### src/rtl/sram_fifo_ctrl_if.sv
// Stream and SRAM-port bundle for sram_fifo_ctrl.
// slave is the controller's view, master is the producer/consumer/SRAM side.
interface sram_fifo_ctrl_if #(
  parameter int WIDTH = 16,
  parameter int DEPTH = 256,
  localparam int W_ADDR = $clog2(DEPTH),
  localparam int W_LEVEL = $clog2(DEPTH + 3)
);
  logic               in_valid;
  logic               in_ready;
  logic [WIDTH-1:0]   in_data;
  logic               out_valid;
  logic               out_ready;
  logic [WIDTH-1:0]   out_data;
  logic [W_LEVEL-1:0] level;
  logic [W_ADDR-1:0]  mem_waddr;
  logic [WIDTH-1:0]   mem_wdata;
  logic               mem_wen;
  logic [W_ADDR-1:0]  mem_raddr;
  logic               mem_ren;
  logic [WIDTH-1:0]   mem_rdata;

  modport slave (
    input  in_valid, in_data, out_ready, mem_rdata,
    output in_ready, out_valid, out_data, level,
           mem_waddr, mem_wdata, mem_wen, mem_raddr, mem_ren
  );

  modport master (
    output in_valid, in_data, out_ready, mem_rdata,
    input  in_ready, out_valid, out_data, level,
           mem_waddr, mem_wdata, mem_wen, mem_raddr, mem_ren
  );
endinterface

### src/rtl/sram_fifo_ctrl.sv
// Valid/ready FIFO controller for an external 1W/1R synchronous SRAM, with a
// 2-entry skid buffer that hides the one-cycle SRAM read latency.
module sram_fifo_ctrl #(
  parameter int WIDTH = 16,
  parameter int DEPTH = 256,
  localparam int W_ADDR = $clog2(DEPTH),
  localparam int W_LEVEL = $clog2(DEPTH + 3)
) (
  input  logic clk,
  input  logic rst_n,
  sram_fifo_ctrl_if.slave bus
);
  localparam logic [W_ADDR:0] FULL = (W_ADDR + 1)'(DEPTH);

  logic [W_ADDR-1:0] wptr_reg;
  logic [W_ADDR-1:0] rptr_reg;
  logic [W_ADDR:0]   sram_level_reg;
  logic              rd_inflight_reg;
  logic [1:0]        skid_level_reg;
  logic [WIDTH-1:0]  skid0_reg;
  logic [WIDTH-1:0]  skid1_reg;

  logic       push;
  logic       pop;
  logic       ren;
  logic       capture;
  logic [1:0] occ_after;
  logic [1:0] cap_idx;

  assign bus.in_ready  = (sram_level_reg != FULL);
  assign bus.out_valid = (skid_level_reg != 2'd0);
  assign bus.out_data  = skid0_reg;

  assign push    = bus.in_valid & bus.in_ready;
  assign pop     = bus.out_valid & bus.out_ready;
  assign capture = rd_inflight_reg;

  // Skid occupancy once this cycle's capture and pop settle; a new read may
  // only be issued if its data will find a free skid slot next cycle.
  assign occ_after = skid_level_reg + {1'b0, rd_inflight_reg} - {1'b0, pop};
  assign ren       = (sram_level_reg != '0) && (occ_after < 2'd2);

  assign bus.mem_waddr = wptr_reg;
  assign bus.mem_wdata = bus.in_data;
  assign bus.mem_wen   = push;
  assign bus.mem_raddr = rptr_reg;
  assign bus.mem_ren   = ren;

  assign bus.level = W_LEVEL'(sram_level_reg) + W_LEVEL'(rd_inflight_reg)
                   + W_LEVEL'(skid_level_reg);

  always_ff @(posedge clk) begin
    if (!rst_n) begin
      wptr_reg        <= '0;
      rptr_reg        <= '0;
      sram_level_reg  <= '0;
      rd_inflight_reg <= 1'b0;
      skid_level_reg  <= 2'd0;
    end else begin
      if (push) wptr_reg <= wptr_reg + 1'b1;
      if (ren)  rptr_reg <= rptr_reg + 1'b1;
      sram_level_reg  <= sram_level_reg + (W_ADDR + 1)'(push) - (W_ADDR + 1)'(ren);
      rd_inflight_reg <= ren;
      skid_level_reg  <= skid_level_reg + 2'(capture) - 2'(pop);
    end
  end

  // Entry 0 is the head; a capture lands behind whatever survives the pop.
  assign cap_idx = pop ? (skid_level_reg - 2'd1) : skid_level_reg;

  always_ff @(posedge clk) begin
    if (capture && cap_idx == 2'd0)
      skid0_reg <= bus.mem_rdata;
    else if (pop)
      skid0_reg <= skid1_reg;
    if (capture && cap_idx == 2'd1)
      skid1_reg <= bus.mem_rdata;
  end
endmodule

### src/flat_wrapper.sv
// flat-port wrapper written by rule: the top's interface ports become plain ports
module sram_fifo_ctrl_flat 
#(
  parameter int WIDTH = 16,
  parameter int DEPTH = 256,
  localparam int W_ADDR = $clog2(DEPTH),
  localparam int W_LEVEL = $clog2(DEPTH + 3)
)
  (clk, rst_n, bus_in_valid, bus_in_data, bus_out_ready, bus_mem_rdata, bus_in_ready, bus_out_valid, bus_out_data, bus_level, bus_mem_waddr, bus_mem_wdata, bus_mem_wen, bus_mem_raddr, bus_mem_ren);
  sram_fifo_ctrl_if #(.WIDTH(WIDTH), .DEPTH(DEPTH)) bus_i ();
  input  logic clk;
  input  logic rst_n;
  input wire logic [$bits(bus_i.in_valid)-1:0] bus_in_valid;
  input wire logic [$bits(bus_i.in_data)-1:0] bus_in_data;
  input wire logic [$bits(bus_i.out_ready)-1:0] bus_out_ready;
  input wire logic [$bits(bus_i.mem_rdata)-1:0] bus_mem_rdata;
  output wire logic [$bits(bus_i.in_ready)-1:0] bus_in_ready;
  output wire logic [$bits(bus_i.out_valid)-1:0] bus_out_valid;
  output wire logic [$bits(bus_i.out_data)-1:0] bus_out_data;
  output wire logic [$bits(bus_i.level)-1:0] bus_level;
  output wire logic [$bits(bus_i.mem_waddr)-1:0] bus_mem_waddr;
  output wire logic [$bits(bus_i.mem_wdata)-1:0] bus_mem_wdata;
  output wire logic [$bits(bus_i.mem_wen)-1:0] bus_mem_wen;
  output wire logic [$bits(bus_i.mem_raddr)-1:0] bus_mem_raddr;
  output wire logic [$bits(bus_i.mem_ren)-1:0] bus_mem_ren;
  assign bus_i.in_valid = bus_in_valid;
  assign bus_i.in_data = bus_in_data;
  assign bus_i.out_ready = bus_out_ready;
  assign bus_i.mem_rdata = bus_mem_rdata;
  assign bus_in_ready = bus_i.in_ready;
  assign bus_out_valid = bus_i.out_valid;
  assign bus_out_data = bus_i.out_data;
  assign bus_level = bus_i.level;
  assign bus_mem_waddr = bus_i.mem_waddr;
  assign bus_mem_wdata = bus_i.mem_wdata;
  assign bus_mem_wen = bus_i.mem_wen;
  assign bus_mem_raddr = bus_i.mem_raddr;
  assign bus_mem_ren = bus_i.mem_ren;
  sram_fifo_ctrl #(.WIDTH(WIDTH), .DEPTH(DEPTH)) u_core (.clk(clk), .rst_n(rst_n), .bus(bus_i));
endmodule
### config.mk
export PLATFORM = sky130hd
export DESIGN_NAME = sram_fifo_ctrl_flat
export DESIGN_NICKNAME = d
export VERILOG_FILES = /design/src/rtl/sram_fifo_ctrl_if.sv /design/src/rtl/sram_fifo_ctrl.sv /design/src/flat_wrapper.sv
export SDC_FILE = /design/constraint.sdc
export NUM_CORES = 1
export LEC_CHECK = 0
export BUFFER_PORTS_ARGS = -buffer_cell sky130_fd_sc_hd__buf_2
export CORE_AREA = 2 2 100 102
export DETAILED_ROUTE_END_ITERATION = 8
export DIE_AREA = 0 0 102 104
export HOLD_SLACK_MARGIN = 0.02
export PLACE_DENSITY = 0.6
export RECOVER_POWER = 25
export SLEW_MARGIN = 20
export SYNTH_ARGS = -nofsm -noshare
export SYNTH_HDL_FRONTEND = slang
export SYNTH_SLANG_ARGS = --single-unit
### constraint.sdc
create_clock -name clk -period 3.75 [get_ports clk]
set_input_delay 0 -clock clk [delete_from_list [all_inputs] [get_ports clk]]
set_output_delay 0 -clock clk [all_outputs]
set_load 0.005 [all_outputs]
==> metrics.log, run 1 <==
[metrics] sequential cell area: 0.00152 mm^2
[metrics] buffer and inverter count on the worst path: 2
[metrics] average routed wire per standard cell: 13.0 um
[metrics] P_leak: 1.67 nW
[metrics] number of buffers on the longest clock path: 2
[metrics] endpoint of the worst setup timing path: u_core.sram_level_reg[8]
[metrics] cells taking the most area after synthesis: edfxtp_1 (29%), dfxtp_1 (17%), ha_1 (8.4%)
[metrics] Hold Startpoint: bus_in_valid
[metrics] FFs w/ async S/R, synth: 0
[metrics] clock tree skew after final layout: 0.00954 ns
[metrics] share of the core filled with cells: 0.436
[metrics] setup slack of the worst register-to-register path: 0.28 ns
[metrics] final worst path period share: 0.925
[metrics] synthesis-to-finish area growth: 27.1%
[metrics] post-synth cell types: 54
[metrics] cell area power density: 736 mW/mm^2
[metrics] setup repair after global routing missed its margin: false
[metrics] total global-route track usage: 0.132
[metrics] total count of max-transition violations in the final report: 0
[metrics] worst-margin pin slew: 0.758 ns
[metrics] vias in the first global route: 2390
[metrics] Final Hold Violating Endpoints: 0
[metrics] Top-Level Pins: 97
[metrics] antenna violations before repair: 0
[metrics] Multi-input gate area: 0.00153 mm^2
[metrics] maximum number of pins on one net before global-route repair: 44
[metrics] Top Family by Delay on Critical Path: adder cells
[metrics] clock-pin slew of the registers on the worst-case setup and hold paths: 0.07 ns
[metrics] number of enable flip-flop cells after synthesis: 32
[metrics] setup total negative slack: 0 ns
[metrics] Yosys reg bits: 60
[metrics] startpoint class of the critical path: flip-flop
[metrics] number of buffer cells added on primary ports: 64
[metrics] VDD IR max: 0.336 mV
[metrics] worst path arrival time: 3.70 ns
[metrics] mean cell area of the mapped netlist: 11.2 um^2
[metrics] routability-driven placement congestion ratio: 0.771
[metrics] count of clock tree sinks: 60
[metrics] portion of synthesized cell area occupied by the leading cell type: 0.293
[metrics] leading register cell type out of synthesis: edfxtp_1
[metrics] worst slew margin relative to its limit: 0.494
[metrics] wire length of the first global-routing pass: 11.1 mm
[metrics] sequential-to-total area share from yosys stat: 0.464
[metrics] post-detailed-route via-to-cell ratio: 4.71
[metrics] total die area: 0.0106 mm^2
[metrics] detailed-route via count: 2455
[metrics] Post-DP HPWL: 4.73 mm
[metrics] peak clock frequency supported by timing: 0.288 GHz
[metrics] Synth warnings: 0
[metrics] share of cells above drive strength 1: 0.253
[metrics] Post-Synthesis Cells: 292
[metrics] HP Class: in2reg
[metrics] peak fanout along the critical path: 6
[metrics] total nets after synthesis: 353
[metrics] count of nets left with antenna violations after detail routing: 0
[metrics] total power consumption of the routed design: 0.00307 W
[metrics] floorplan die width: 102 um
[metrics] max_cap viols: 0
[metrics] Max H-tree Level: 3
[metrics] count of cell instances traversed by the critical path: 16
[metrics] die height: 104 um
[metrics] CTS tree: yes
[metrics] total core area: 0.00955 mm^2
[metrics] type of element capturing the critical path: flip-flop
[metrics] Skew-Pair Late Insertion Delay: 0.34 ns
[metrics] result of the run: completed
[metrics] worst flop-to-flop path endpoint: u_core.sram_level_reg[8]
[metrics] fill cell instance count of the final layout: 947
[metrics] startpoint of the worst setup timing path: u_core.skid_level_reg[0]
[metrics] source of the worst register-to-register timing path: u_core.skid_level_reg[0]
[metrics] cell at the root of the clock tree: clkbuf_8
[metrics] worst-path cell with the longest stage delay: fa_1
[metrics] leftover overflow at the end of global routing: 0
[metrics] Worst path max stage delay: 0.49 ns
[metrics] # setup viols final: 0
[metrics] cts bufs inserted: 9
[metrics] critical path cell sequence: inv_1, ha_2, nor2b_4, xnor2_1, ha_2, xnor2_2, xnor2_2, nor2_2, ha_1, inv_1, ha_1, fa_1, a211oi_2, o311ai_1, a21oi_1, and3b_1
[metrics] worst setup path category: reg2reg
[metrics] count of TritonRoute iterations in the first routing pass: 4
[metrics] Antenna Diode Count: 0
[metrics] Register-to-Register Path Depth: 16
[metrics] initial detailed-routing violation count: 100
[metrics] post-CTS repair timing setup buffer count: 0
[metrics] nets: 444
[metrics] Residual DRC: 0
[metrics] most area-hungry cell type in the Yosys netlist: edfxtp_1
[metrics] standard-cell rows: 36
[metrics] effective utilization at floorplan: 0.343
[metrics] cell area after technology mapping: 0.00328 mm^2
[metrics] critical path required time: 3.98 ns
[metrics] Routed Wire Length: 6.77 mm
[metrics] crit path time final: 3.47 ns
==> through the flow <==
stage	cell area, um^2	hold WS [ns]	instances	setup WS [ns]
2_1_floorplan	3280	0.0808	292	0.0258
3_3_place_gp	3660	0.0000346	473	0.201
3_5_place_dp	3660	0.0000346	473	0.0670
4_1_cts	4170	0.126	521	0.0273
5_1_grt	4170	0.158	521	0.0106
6_report	4170	0.127	521	0.283
==> cell usage in the layout, fill, tap and decap left out, types with 6 or more instances in the layout <==
cell type | Yosys | routed
dlygate4sd3_1 | 0 | 32
clkbuf_1 | 4 | 16
dfxtp_1 | 28 | 28
buf_4 | 16 | 6
inv_1 | 24 | 24
xnor2_1 | 11 | 11
nand3_1 | 13 | 13
mux2_2 | 16 | 16
edfxtp_1 | 32 | 32
and2_1 | 9 | 9
nand2_1 | 16 | 16
nand2b_1 | 10 | 10
mux2i_1 | 9 | 9
clkbuf_8 | 0 | 10
buf_2 | 1 | 49
ha_1 | 22 | 20
o31ai_1 | 6 | 6
==> cell families (layout without fill, tap and decap cells) <==
logic type,after synthesis,count (layout),share of synthesized area
buffers and inverters,46,142,0.0737
multiplexers,25,25,0.0824
adder cells (fa/ha/maj),25,25,0.102
AND/OR/NAND/NOR,87,87,0.157
XOR/XNOR,15,15,0.0447
AO/OA/AOI/OAI,34,34,0.0756
flip-flops,60,60,0.464
==> final cells by class <==
cell class	count	area share
Clock buffer	11	0.0339
Clock inverter	5	0.0123
Inverter	24	0.0216
Multi-Input combinational cell	186	0.367
Sequential cell	60	0.365
Tap cell	133	0.0399
Timing Repair Buffer	102	0.160
==> metal layers <==
metal | up-vias | track usage | routed length, um
met5 | - | 0 | 0
met4 | 0 | 0.0438 | 69
met3 | 9 | 0.0464 | 480
met2 | 78 | 0.208 | 3100
met1 | 1164 | 0.168 | 3120
li1 | 1204 | - | -
==> how the worst min path moves through the flow <==
stage | end | slack (ns) | depth (start not counted)
detailed placement | bus_mem_wdata[2] | 0.00003 | 0
floorplan | bus_mem_wdata[0] | 0.08 | 1
finish | u_core.bus.mem_waddr[2] | 0.13 | 4
global placement | bus_mem_wdata[2] | 0.00003 | 0
global route | u_core.bus.mem_waddr[2] | 0.16 | 4
CTS | u_core.bus.mem_waddr[2] | 0.13 | 4
==> power breakdown <==
| part | total [W] | switching, W | internal, W |
|---|---|---|---|
| combinational | 0.00144 | 0.000742 | 0.000696 |
| sequential | 0.00105 | 0.000126 | 0.000928 |
| clock | 0.000572 | 0.000251 | 0.000321 |
==> cell usage after synthesis (2+ instances only) <==
master	count
a21boi_0	4
nand2_1	16
xnor2_1	11
ha_1	22
inv_1	24
a21oi_1	4
xor2_1	2
xnor2_2	2
o31ai_1	6
mux2_2	16
o21ai_1	2
a31oi_1	2
buf_4	16
nand4_1	5
or3_1	3
dfxtp_1	28
nor4_1	2
nor3_1	5
nor2b_1	4
and2_1	9
or4_1	3
fa_1	3
o21ai_0	2
nand3_1	13
edfxtp_1	32
or2_2	2
mux2i_1	9
nor2_1	3
clkbuf_1	4
nand2b_1	10
o211ai_1	5
==> what timing repair did <==
item	in CTS	in global routing
gates resized for setup	0	5
endpoints found under the hold margin	48	0
endpoints found under the setup margin	0	2
hold buffers	32	0
==> worst reg2reg max path, cell delays in order (launching register included) <==
cell      delay, ns
dfxtp_1        0.38
inv_1          0.13
ha_2           0.24
nor2b_4        0.16
xnor2_1        0.15
ha_2           0.22
xnor2_2        0.12
xnor2_2        0.15
nor2_2         0.07
ha_1           0.28
inv_1          0.04
ha_1           0.21
fa_1           0.49
a211oi_2       0.23
o311ai_1       0.14
a21oi_1        0.16
and3b_1        0.18
No activity file was read; power rests on OpenSTA's default activity.
==> run 2, diff against run 1 <==
Settings changed: PLACE_DENSITY 0.6 to 0.67.
==> run 2 against run 1 <==
Effect of this change:
- non-clock buffer count unchanged
- critical path depth stayed put
- sequential cell count is the same
- global-route usage hardly changed
- total power is 3.1% higher
- highest routed layer unchanged
- maximum frequency grew 0.85%
- clock power increased by 15%
- core utilization is 0.31 points higher
- wire length is 3.3% higher
- largest power group unchanged
- final cell count unchanged
- combinational power is essentially flat
- largest cell class unchanged
==> metrics.log, run 2 (synthesis gave the netlist of run 1 again) <==
[metrics] result of the run: completed
[metrics] switching power: 0.00116 W (+3.5%)
[metrics] final worst path period share: 0.917 (-0.00779)
[metrics] Top-Level Pins: 97 (unchanged)
[metrics] Max H-tree Level: 3 (unchanged)
[metrics] max_cap viols: 0 (unchanged)
[metrics] cts bufs inserted: 9 (unchanged)
[metrics] startpoint class of the critical path: flip-flop
[metrics] total die area: 0.0106 mm^2 (unchanged)
[metrics] worst-margin pin slew: 0.774 ns (+0.0151 ns)
[metrics] count of TritonRoute iterations in the first routing pass: 4 (unchanged)
[metrics] setup repair after global routing missed its margin: false
[metrics] initial detailed-routing violation count: 130 (+30%)
[metrics] type of element capturing the critical path: flip-flop
[metrics] leftover overflow at the end of global routing: 0 (unchanged)
[metrics] CTS tree: yes
[metrics] clock-pin slew of the registers on the worst-case setup and hold paths: 0.08 ns (about the same)
[metrics] Residual DRC: 0 (unchanged)
[metrics] post-detailed-route via-to-cell ratio: 4.72 (+0.16%)
[metrics] number of buffer cells added on primary ports: 64 (unchanged)
[metrics] Skew-Pair Late Insertion Delay: 0.34 ns (about the same)
[metrics] switching share of power: 0.367 (+0.00156)
[metrics] floorplan die width: 102 um (unchanged)
[metrics] most common library cell in the layout ignoring fill and taps: buf_2
[metrics] share of total power in sequential cells: 0.333 (-0.011)
[metrics] effective utilization at floorplan: 0.343 (unchanged)
[metrics] VDD IR max: 0.342 mV (+1.8%)
[metrics] total core area: 0.00955 mm^2 (unchanged)
[metrics] crit path time final: 3.44 ns (-0.0292 ns)
[metrics] share of the core filled with cells: 0.440 (+0.00314)
[metrics] average routed wire per standard cell: 13.4 um (+3.3%)
[metrics] peak fanout along the critical path: 6 (unchanged)
[metrics] share of total power in combinational logic: 0.459 (-0.010)
[metrics] standard-cell rows: 36 (unchanged)
[metrics] sequential cell area: 0.00152 mm^2 (unchanged)
[metrics] worst setup path category: reg2reg
[metrics] # setup viols final: 0 (unchanged)
[metrics] HP Class: in2reg
[metrics] share of cells above drive strength 1: 0.263 (+0.0103)
[metrics] setup total negative slack: 0 ns (unchanged)
[metrics] critical path required time: 3.99 ns (about the same)
[metrics] Post-DP HPWL: 4.83 mm (+2.1%)
[metrics] fill cell instance count of the final layout: 927 (-2.1%)
[metrics] Final Hold Violating Endpoints: 0 (unchanged)
[metrics] Pint: 0.00200 W (+2.8%)
[metrics] total count of max-transition violations in the final report: 0 (unchanged)
[metrics] antenna violations before repair: 0 (unchanged)
[metrics] Antenna Diode Count: 0 (unchanged)
[metrics] dpl ws: 0.0915 ns (+0.0245 ns)
[metrics] die height: 104 um (unchanged)
[metrics] routability-driven placement congestion ratio: 0.788 (+2.3%)
[metrics] source of the worst register-to-register timing path: u_core.skid_level_reg[0]
[metrics] Multi-input gate area: 0.00153 mm^2 (-0.16%)
[metrics] worst path arrival time: 3.68 ns (-0.02 ns)
[metrics] number of buffers on the longest clock path: 2 (unchanged)
[metrics] maximum number of pins on one net before global-route repair: 44 (unchanged)
[metrics] smallest setup slack after layout: 0.312 ns (+0.0292 ns)
[metrics] detailed-route via count: 2459 (+0.16%)
[metrics] Clock Power Share: 0.207 (+0.020)
[metrics] Routed Wire Length: 7.00 mm (+3.3%)
[metrics] clock tree skew after final layout: 0.0151 ns (+0.00554 ns)
[metrics] total power consumption of the routed design: 0.00316 W (+3.1%)
[metrics] peak clock frequency supported by timing: 0.291 GHz (+0.85%)
[metrics] worst-case hold slack: 0.149 ns (+0.0216 ns)
[metrics] Hold Startpoint: bus_in_valid
[metrics] commonest non-fill, non-tap cells in the layout: buf_2 (51), dlygate4sd3_1 (32), edfxtp_1 (32)
[metrics] cell area power density: 753 mW/mm^2 (+2.4%)
[metrics] total global-route track usage: 0.132 (+0.000305)
[metrics] cell at the root of the clock tree: clkbuf_8
[metrics] count of nets left with antenna violations after detail routing: 0 (unchanged)
[metrics] synthesis-to-finish area growth: 28.1%
[metrics] P_leak: 1.69 nW (+1.2%)
[metrics] wire length of the first global-routing pass: 10.9 mm (-2.0%)
[metrics] nets: 444 (unchanged)
[metrics] count of clock tree sinks: 60 (unchanged)
[metrics] vias in the first global route: 2342 (-2.0%)
[metrics] worst slew margin relative to its limit: 0.484 (-0.0101)
[metrics] startpoint of the worst setup timing path: u_core.skid_level_reg[0]
==> run 2: power by group through the flow <==
stage | sequential (W) | clock [W] | combinational, W
after floorplan | 0.00106 | 0 | 0.000958
after global placement | 0.00106 | 0 | 0.00136
after detailed placement | 0.00107 | 0 | 0.00140
after CTS | 0.00106 | 0.000676 | 0.00144
after global routing | 0.00108 | 0.000702 | 0.00162
final | 0.00105 | 0.000656 | 0.00145
==> run 2: final cells by class <==
cell class | instances | share of cell area
Sequential cell | 60 | 0.362
Multi-Input combinational cell | 186 | 0.364
Clock buffer | 9 | 0.0295
Timing Repair Buffer | 102 | 0.159
Clock inverter | 7 | 0.0235
Inverter | 24 | 0.0215
Tap cell | 133 | 0.0396
==> run 2: layer usage <==
layer	global-route usage	wire length [um]
met4	0.0381	29
met2	0.213	3370
met3	0.0477	442
met1	0.165	3150
met5	0	0
==> run 2: path summary, 6_finish.rpt <==
| path | endpoint | cells after the start | slack, ns |
|---|---|---|---|
| max | u_core.sram_level_reg[8] | 16 | 0.31 |
| min reg2reg | u_core.bus.mem_raddr[7] | 2 | 0.48 |
| min | u_core.bus.mem_waddr[2] | 4 | 0.15 |
| max reg2reg | u_core.sram_level_reg[8] | 16 | 0.31 |
==> run 2: repair_timing <==
| item | CTS | global route |
|---|---|---|
| hold endpoints to repair | 48 | 0 |
| setup buffers | 0 | 0 |
| setup endpoints to repair | 0 | 2 |
| gates resized for setup | 0 | 5 |
| hold buffers | 32 | 0 |
==> run 2: per-stage QoR <==
| step | std cells | instance area [um^2] |
|---|---|---|
| 2_1_floorplan | 292 | 3280 |
| 3_3_place_gp | 473 | 3660 |
| 3_5_place_dp | 473 | 3660 |
| 4_1_cts | 521 | 4200 |
| 5_1_grt | 521 | 4200 |
| 6_report | 521 | 4200 |
==> run 2: critical path: stages, from the launching register on <==
cell      delay [ns]
dfxtp_1         0.40
inv_2           0.10
ha_2            0.23
nor2b_4         0.17
xnor2_1         0.09
ha_1            0.21
xnor2_2         0.15
xnor2_2         0.20
nor2_2          0.07
ha_1            0.27
inv_1           0.04
ha_1            0.21
fa_1            0.49
a211oi_2        0.25
o311ai_1        0.14
a21oi_1         0.15
and3b_1         0.18
